===== config.mk =====
export PLATFORM = sky130hd
export DESIGN_NAME = ling_add_arbiter
export DESIGN_NICKNAME = d
export VERILOG_FILES = /design/src/rtl/ling_arb_pkg.sv /design/src/rtl/ling_adder32.sv /design/src/rtl/rr_arbiter.sv /design/src/rtl/ling_add_arbiter.sv
export SDC_FILE = /design/constraint.sdc
export NUM_CORES = 1
export LEC_CHECK = 0
export CAP_MARGIN = 5
export CORE_MARGIN = 2
export CORE_UTILIZATION = 45
export DETAILED_ROUTE_END_ITERATION = 8
export PLACE_DENSITY = 0.86
export SYNTH_ARGS = -nofsm -noshare
export SYNTH_HDL_FRONTEND = slang
export SYNTH_SLANG_ARGS = --single-unit

===== constraint.sdc =====
create_clock -name clk -period 7.7 [get_ports clk]
set_input_delay 1.54 -clock clk [delete_from_list [all_inputs] [get_ports clk]]
set_output_delay 1.54 -clock clk [all_outputs]
set_load 0.02 [all_outputs]

===== src/rtl/ling_arb_pkg.sv =====
// Shared types and helpers for the Ling-adder arbiter slice.
package ling_arb_pkg;

   localparam int LING_W = 32;

   typedef logic [LING_W-1:0] ling_word_t;

   // Round-robin successor of ptr in a ring of n entries.
   function automatic int unsigned rr_next(input int unsigned ptr, input int unsigned n);
      return (ptr + 1 >= n) ? 0 : ptr + 1;
   endfunction

endpackage


===== src/rtl/ling_adder32.sv =====
// 32-bit sparse Ling adder: group pseudo-carries every 4 bits via a Kogge-Stone
// tree, local ripple of H inside each group, carry recovered as c = t & H.
module ling_adder32
   import ling_arb_pkg::*;
(
   input  ling_word_t i_a,
   input  ling_word_t i_b,
   output ling_word_t o_sum
);
   localparam int NG = LING_W / 4;

   ling_word_t        w_g, w_t, w_p, w_lg, w_lt, w_h, w_c;
   logic [NG-1:0]     w_gg, w_gt;
   logic [3:0][NG-1:0] w_kg, w_kt;
   logic              w_hin;

   assign w_g  = i_a & i_b;
   assign w_t  = i_a | i_b;
   assign w_p  = i_a ^ i_b;
   // Ling recurrence H_i = g_i | t_(i-1) & H_(i-1): the propagate term is shifted by one
   assign w_lg = w_g;
   assign w_lt = {w_t[LING_W-2:0], 1'b0};

   always_comb begin
      w_gg = '0;
      w_gt = '0;
      for (int j = 0; j < NG; j++) begin
         w_gg[j] = w_lg[4*j];
         w_gt[j] = w_lt[4*j];
         for (int k = 1; k < 4; k++) begin
            w_gg[j] = w_lg[4*j+k] | (w_lt[4*j+k] & w_gg[j]);
            w_gt[j] = w_lt[4*j+k] & w_gt[j];
         end
      end
   end

   always_comb begin
      w_kg    = '0;
      w_kt    = '0;
      w_kg[0] = w_gg;
      w_kt[0] = w_gt;
      for (int l = 0; l < 3; l++) begin
         for (int j = 0; j < NG; j++) begin
            if (j >= (1 << l)) begin
               w_kg[l+1][j] = w_kg[l][j] | (w_kt[l][j] & w_kg[l][j-(1<<l)]);
               w_kt[l+1][j] = w_kt[l][j] & w_kt[l][j-(1<<l)];
            end else begin
               w_kg[l+1][j] = w_kg[l][j];
               w_kt[l+1][j] = w_kt[l][j];
            end
         end
      end
   end

   always_comb begin
      w_h   = '0;
      w_hin = 1'b0;
      for (int j = 0; j < NG; j++) begin
         w_hin = (j == 0) ? 1'b0 : w_kg[3][j-1];
         for (int k = 0; k < 4; k++) begin
            w_h[4*j+k] = w_lg[4*j+k] | (w_lt[4*j+k] & w_hin);
            w_hin      = w_h[4*j+k];
         end
      end
   end

   assign w_c   = {w_t[LING_W-2:0] & w_h[LING_W-2:0], 1'b0};
   assign o_sum = w_p ^ w_c;

endmodule


===== src/rtl/rr_arbiter.sv =====
// Round-robin priority search starting at ptr; grant is suppressed when en is low.
module rr_arbiter #(
   parameter int N_REQ = 4,
   parameter int ID_W  = $clog2(N_REQ)
) (
   input  logic [N_REQ-1:0] req,
   input  logic [ID_W-1:0]  ptr,
   input  logic             en,
   output logic [N_REQ-1:0] gnt,
   output logic [ID_W-1:0]  win
);
   logic w_found;

   always_comb begin
      w_found = 1'b0;
      win     = '0;
      gnt     = '0;
      for (int k = 0; k < N_REQ; k++) begin
         if (!w_found && req[(int'(ptr) + k) % N_REQ]) begin
            w_found = 1'b1;
            win     = ID_W'((int'(ptr) + k) % N_REQ);
         end
      end
      if (w_found && en) gnt = N_REQ'(1) << win;
   end

endmodule


===== src/rtl/ling_add_arbiter.sv =====
// Round-robin sharing of one 32-bit Ling adder core among N_REQ requesters.
// LING_ARB_OUT_REG_EN adds the S2 result register (latency 2); otherwise rsp_* come from S1 through the core.
module ling_add_arbiter
   import ling_arb_pkg::*;
#(
   parameter int N_REQ = 4,
   parameter int ID_W  = $clog2(N_REQ)
) (
   input  logic                    clk,
   input  logic                    rst_n,
   input  logic [N_REQ-1:0]        req_valid,
   output logic [N_REQ-1:0]        req_ready,
   input  logic [N_REQ*LING_W-1:0] req_a,
   input  logic [N_REQ*LING_W-1:0] req_b,
   output logic                    rsp_valid,
   input  logic                    rsp_ready,
   output ling_word_t              rsp_sum,
   output logic [ID_W-1:0]         rsp_id,
   output logic                    busy
);
   logic            r_s1_v;
   ling_word_t      r_s1_a, r_s1_b;
   logic [ID_W-1:0] r_s1_id, r_ptr;

   logic [ID_W-1:0]  w_win;
   logic [N_REQ-1:0] w_gnt;
   logic             w_s1_free, w_s1_drain, w_acc;
   ling_word_t       w_sel_a, w_sel_b, w_core_sum;

   // Grants are masked while reset is held so req_ready reads 0 asynchronously
   rr_arbiter #(.N_REQ(N_REQ), .ID_W(ID_W)) u_arb (
      .req (req_valid),
      .ptr (r_ptr),
      .en  (w_s1_free & rst_n),
      .gnt (w_gnt),
      .win (w_win)
   );

   assign req_ready = w_gnt;
   assign w_acc     = |(req_valid & w_gnt);
   assign w_sel_a   = req_a[int'(w_win)*LING_W +: LING_W];
   assign w_sel_b   = req_b[int'(w_win)*LING_W +: LING_W];

   always_ff @(posedge clk or negedge rst_n) begin
      if (!rst_n) begin
         r_ptr <= '0;
      end else if (w_acc) begin
         r_ptr <= ID_W'(rr_next(32'(w_win), N_REQ));
      end
   end

   // S1: issue register feeding the adder core
   always_ff @(posedge clk or negedge rst_n) begin
      if (!rst_n) begin
         r_s1_v  <= 1'b0;
         r_s1_a  <= '0;
         r_s1_b  <= '0;
         r_s1_id <= '0;
      end else if (w_acc) begin
         r_s1_v  <= 1'b1;
         r_s1_a  <= w_sel_a;
         r_s1_b  <= w_sel_b;
         r_s1_id <= w_win;
      end else if (w_s1_drain) begin
         r_s1_v  <= 1'b0;
      end
   end

   ling_adder32 u_core (
      .i_a   (r_s1_a),
      .i_b   (r_s1_b),
      .o_sum (w_core_sum)
   );

`ifdef LING_ARB_OUT_REG_EN
   logic            r_s2_v;
   ling_word_t      r_s2_sum;
   logic [ID_W-1:0] r_s2_id;
   logic            w_s2_load;

   assign w_s2_load  = r_s1_v & (~r_s2_v | rsp_ready);
   assign w_s1_drain = w_s2_load;
   assign w_s1_free  = ~r_s1_v | w_s2_load;

   // S2: result register, held under backpressure
   always_ff @(posedge clk or negedge rst_n) begin
      if (!rst_n) begin
         r_s2_v   <= 1'b0;
         r_s2_sum <= '0;
         r_s2_id  <= '0;
      end else if (w_s2_load) begin
         r_s2_v   <= 1'b1;
         r_s2_sum <= w_core_sum;
         r_s2_id  <= r_s1_id;
      end else if (rsp_ready) begin
         r_s2_v   <= 1'b0;
      end
   end

   assign rsp_valid = r_s2_v;
   assign rsp_sum   = r_s2_sum;
   assign rsp_id    = r_s2_id;
   assign busy      = r_s1_v | r_s2_v;
`else
   assign w_s1_drain = r_s1_v & rsp_ready;
   assign w_s1_free  = ~r_s1_v | rsp_ready;
   assign rsp_valid  = r_s1_v;
   assign rsp_sum    = w_core_sum;
   assign rsp_id     = r_s1_id;
   assign busy       = r_s1_v;
`endif

endmodule


# --- Word level (Yosys, flattened, before mapping) ---
# Index checks and enable logic that the tools add are counted.
word_totals:
  ff_bits: 69
  inputBits: 263
  output_inout_bits: 40
  elab_cells: 215
classes:
  add_sub_neg: 4
  order_cmp: 5
  n_shift: 3
  n_mux: 23
  bitwise: 163
  n_reduce_logical: 12
op_table:
  columns: ["operator", "count"]
  rows:
  - ["128-bit by 8-bit indexed part select with 32-bit output", 2]
  - ["1-bit bitwise AND", 90]
  - ["32-bit bitwise XOR", 2]
  - ["1-bit OR", 63]
  - ["31-bit bitwise AND", 2]
  - ["31-bit OR", 1]
  - ["1-bit 2-to-1 mux", 13]
  - ["3-bit by 4-bit less-than comparator with 1-bit output (second input constant)", 3]
  - ["2-bit 2-to-1 mux", 5]
  - ["1-bit binary-select mux with 2-bit select", 4]
  - ["2-bit OR reduction", 3]
  - ["2-bit adder (second input constant)", 2]
  - ["4-bit bitwise AND", 1]
  - ["1-bit logical AND", 4]
  - ["4-bit 2-to-1 mux", 1]
  - ["4-bit OR reduction", 1]
  - ["1-bit by 2-bit left shift with 4-bit output (first input constant)", 1]
  - ["2-bit by 1-bit adder with 3-bit output (second input constant)", 1]
  - ["1-bit bitwise AND (first input constant)", 3]
  - ["3-bit >= comparator (second input constant)", 1]
  - ["1-bit logical NOT", 3]
  - ["2-bit by 3-bit less-than comparator with 1-bit output (second input constant)", 1]
  - ["2-bit by 1-bit adder with 2-bit output (second input constant)", 1]
  - ["2-bit nonzero test", 1]
  - ["1-bit NOT", 1]

# --- Depth between registers and ports, before layout ---
logic_depth:
  depth_word: 22
  ltp_mapped: 15
  depth_no_buf: 14

# --- Modules after synthesis ---
# From an unflattened synthesis, not the netlist that was laid out.
unflattened:
  cells_unflattened: 466
  area_unflattened_um2: 6117.1
by_module_without_submodules:
  columns: ["module", "n_inst", "cells_each", "area_each_um2", "seq_area_each_um2"]
  rows:
  - ["ling_add_arbiter", 1, 231, 4124.0, 1726.7]
  - ["ling_adder32", 1, 218, 1869.3, 0.0]
  - ["rr_arbiter", 1, 17, 123.9, 0.0]

# --- Worst setup path after synthesis ---
# Ideal clock, no wire load.
synth_path:
  kind: "register to output"
  from: "reg r_s1_a[0]"
  to: "out rsp_sum[27]"
  arrival_time_ns: 3.711
  required_ns: 6.160
  path_slack_ns: 2.449
  path_stages_with_launch: 15
  path_buffers: 0
  cell_sequence: "dfrtp_1 > ha_1 > fa_1 > fa_1 > o21a_1 > o31a_1 > o211ai_1 > a21oi_1 > o41ai_1 > fa_1 > inv_1 > fa_1 > inv_1 > fa_1 > inv_1"
synth_via:
  elab_chain_cells: 19
  elab_cells_between_ends: 20
  cone_classes: "bitwise (20)"
synth_rtl:
  columns: ["item", "line_no", "source"]
  rows:
  - ["start, declared", "ling_add_arbiter.sv:22", "ling_word_t r_s1_a, r_s1_b;"]
  - ["start signal, assigned", "ling_add_arbiter.sv:61", "r_s1_a <= w_sel_a;"]
  - ["31-bit OR / 31-bit bitwise AND (equally long branches)", "ling_adder32.sv:18, ling_adder32.sv:17", null]
  - ["1-bit bitwise AND (*)", "ling_adder32.sv:31", "w_gg[j] = w_lg[4*j+k] | (w_lt[4*j+k] & w_gg[j]);"]
  - ["1-bit OR (*)", "ling_adder32.sv:31", null]
  - ["1-bit bitwise AND (*)", "ling_adder32.sv:31", null]
  - ["1-bit OR (*)", "ling_adder32.sv:31", null]
  - ["1-bit bitwise AND (*)", "ling_adder32.sv:31", null]
  - ["1-bit OR (*)", "ling_adder32.sv:31", null]
  - ["1-bit bitwise AND (*)", "ling_adder32.sv:45", "w_kg[l+1][j] = w_kg[l][j] | (w_kt[l][j] & w_kg[l][j-(1<<l)]);"]
  - ["[3 not listed]", null, null]
  - ["1-bit bitwise AND (*)", "ling_adder32.sv:61", "w_h[4*j+k] = w_lg[4*j+k] | (w_lt[4*j+k] & w_hin);"]
  - ["1-bit OR (*)", "ling_adder32.sv:61", null]
  - ["1-bit bitwise AND (*)", "ling_adder32.sv:61", null]
  - ["1-bit OR (*)", "ling_adder32.sv:61", null]
  - ["1-bit bitwise AND (*)", "ling_adder32.sv:61", null]
  - ["1-bit OR (*)", "ling_adder32.sv:61", null]
  - ["31-bit bitwise AND (*)", "ling_adder32.sv:67", "assign w_c = {w_t[LING_W-2:0] & w_h[LING_W-2:0], 1'b0};"]
  - ["32-bit bitwise XOR (*)", "ling_adder32.sv:68", "assign o_sum = w_p ^ w_c;"]
  - ["end, declared", "ling_add_arbiter.sv:17", "output ling_word_t rsp_sum,"]
# Mark *: on every way between the ends. The rest lies on a longest branch, timed or not.

# --- Worst setup path in the final report ---
# Ends and elaborated chain as after synthesis.

==> impl_metrics.yaml <==
synthesis:
  synth_fa_ha_area_frac: 0.202
  synth_seq_area_share: 0.278
  syn_area_um2: 6220
  netlist_instances: 579
  ys_top_cells_by_count: "mux2i_1, inv_1, dfrtp_1"
  syn_area_per_cell_um2: 10.7
  synth_top_area_cell: "dfrtp_1"
  ys_async_sr_fraction: 1.00
  synth_fp_nets: 928
  ys.flop_type: "dfrtp_1"
  synth-compound-area-share: 0.167
  synth_top_family_by_area: "multiplexers"
  synth_xor_area_frac: 0.0113
  yosysUniqueCellTypes: 46
  synthSimpleGateAreaFrac: 0.0378
  synthMostInstantiatedCell: "mux2i_1"
  yosys-mux-area-fraction: 0.206
  synth_seq_cells: 69
  ys_top_cells_by_area: "dfrtp_1, mux2i_1, ha_1"
  ys_warn_count: 0
  synth_top_area_share: 0.278
  synth_edf_count: 0
clocking:
  clock-sinks: 69
  hold_buffers: 0
  ctsResizeCount: 0
  cts.reportedPaths.clkPinSlew_ps: 60
  post_cts_buffers: 0
  clock_latency_ps: 330
  root_buffer: "clkbuf_16"
  cts_inserted_buffers: 9
  cts_buffer_depth: 2
  htreeDepth: 3
  cts_tree: "yes"
setup_path:
  critPathMaxFanout: 3
  end_kind: "output port"
  worstSetupPathType: "flop to output port"
  worstPathRequired_ps: 6160
  crit_path_start_kind: "flop"
  startpoint: "r_s1_a[0]$_DFFE_PN0P_"
  arrival_ps: 5080
  r2r_start: "r_ptr[1]$_DFFE_PN0P_"
hold_path:
  min_from: "rsp_id[1]$_DFFE_PN0P_"
  hp-class: "flop to flop"
place:
  gp_congestion: 0.843
  placement.io_buffers: 302
  hpwlAfterDp_um: 15400
global_route:
  grt.total_usage: 0.258
  antenna_found_initial: 0
  overflow: 0
  grt_max_degree: 67
  grt_pass1_vias: 6125
  grt_pass1_wl_um: 29900
timing:
  finalHoldViolations: 0
  slew_viol_final: 0
  fin_hold_ws_ps: 476
  fin_tns_setup_ps: 0
  min_period_ps: 6620
  max_freq_ghz: 0.151
  fin_skew_ps: 10.3
  fin_crit_sh: 0.860
  setup_viol: 0
  rsz0062_at_grt: "false"
  worst_slew_pin_slew_ps: 1040
  max_slew_margin: 0.305
power_and_ir_drop:
  p_switching_uw: 1650
  power_frac_clock: 0.106
  power_uw: 3660
  p_int_uw: 2010
  p_sw_frac: 0.452
  power_leakage_uw: 0.00440
  vdd_drop_max_mv: 0.215
  pwr-share-comb: 0.706
  share_seq_of_total_power: 0.188
  p_per_area_nw_per_um2: 385
floorplan:
  die_y_um: 122
  start_util: 0.466
  die_w_um: 122
  core.rowCount: 42
  core-area_um2: 13300
  ioPinCount: 303
  design.die.area_um2: 14800
detailed_routing:
  drc: 0
  vias: 5725
  drt-vias-per-instance: 5.51
  dr.pass1.iters: 6
  finalWirelength_um: 19200
  drtIter0Drc: 423
  wl_per_cell_um: 18.5
  antenna_left: 0
finish:
  antenna_cells: 0
  nets: 1208
  fin_util: 0.712
  area_growth_pct: 52.9
  drive_above_1_share: 0.0429
outcome:
  status: "completed"
flow_run:
  cap_viol_max_count: 0
## routing by layer
metal  global-route usage  wire length (µm)
met1                0.285              7000
met3               0.0581              1490
met2                0.474             10200
met5                    0                 0
met4                0.112               531
## worst max-delay path, stage by stage (launching register included)
cell             delay, ps
dfrtp_1                380
ha_1                   210
fa_1                   390
fa_1                   450
o21a_1                 210
o31a_1                 330
o211ai_1               330
a21oi_1                120
o41ai_1                470
fa_1                   270
inv_1                   50
fa_1                   360
inv_1                   80
fa_1                   420
inv_1                   70
clkdlybuf4s50_1        600
## state kept, by name (all words and copies together), names as in the netlist, named ones only
| register | count |
|---|---|
| busy | 1 |
| r_ptr | 1 |
| r_s1_a | 32 |
| r_s1_b | 32 |
| rsp_id | 2 |
## area by class of cell
type,count,area (µm²)
multi-input combinational,385,3890
fill,976,3840
timing repair buffer,308,3070
sequential,69,1730
inverter,86,323
clock buffer,14,274
tap,176,220
clock inverter,1,5.00
## logic make-up after synthesis
group                      count (synthesis)
xor gates and xnor gates                   8
muxes                                    128
buffers and inverters                    125
AOI/OAI and AO/OA                        114
and+or+nand+nor                           49
DFF                                       69
adders and majority gates                 86
## power groups by stage
| stage | Clock [µW] | Combinational, µW | Sequential [µW] |
|---|---|---|---|
| 2_1_floorplan | 0 | 1680 | 653 |
| 3_3_place_gp | 0 | 2510 | 671 |
| 3_5_place_dp | 0 | 2580 | 692 |
| 4_1_cts | 394 | 2600 | 687 |
| 5_1_grt | 411 | 2800 | 713 |
| 6_report | 388 | 2580 | 688 |
## final timing paths
check	to	slack, ps	depth (start not counted)
worst max-delay path	rsp_sum[27]	1080	15
worst min-delay path	rsp_id[1]$_DFFE_PN0P_	480	1
worst max register to register	r_s1_b[6]$_DFFE_PN0P_	3740	10
worst min register to register	rsp_id[1]$_DFFE_PN0P_	480	1
max in group asynchronous	r_s1_a[25]$_DFFE_PN0P_	5710	2
min in group asynchronous	r_s1_a[18]$_DFFE_PN0P_	1200	1
## stage by stage
step / std cells / instance area, µm² / setup slack, ps
after floorplan: 579 / 6220 / 2450
after global placement: 1024 / 9230 / 1570
after detailed placement: 1024 / 9230 / 1490
after CTS: 1039 / 9510 / 1090
after global routing: 1039 / 9510 / 921
final: 1039 / 9510 / 1080
## layout by cell type (no fill, tap or decap), drive strengths merged, types with 4 or more instances in the layout
cell	Yosys	layout
a21oi	14	14
a221oi	10	10
a222oi	56	56
and2	5	5
buf	24	7
clkbuf	15	14
clkdlybuf4s50	0	301
dfrtp	69	69
fa	24	24
ha	62	62
inv	86	86
mux2i	128	128
nand2	9	9
nor2	20	20
nor3	4	4
o21ai	9	9
o21bai	6	6
xnor2	5	5
Power figures use the tool's default switching activity.
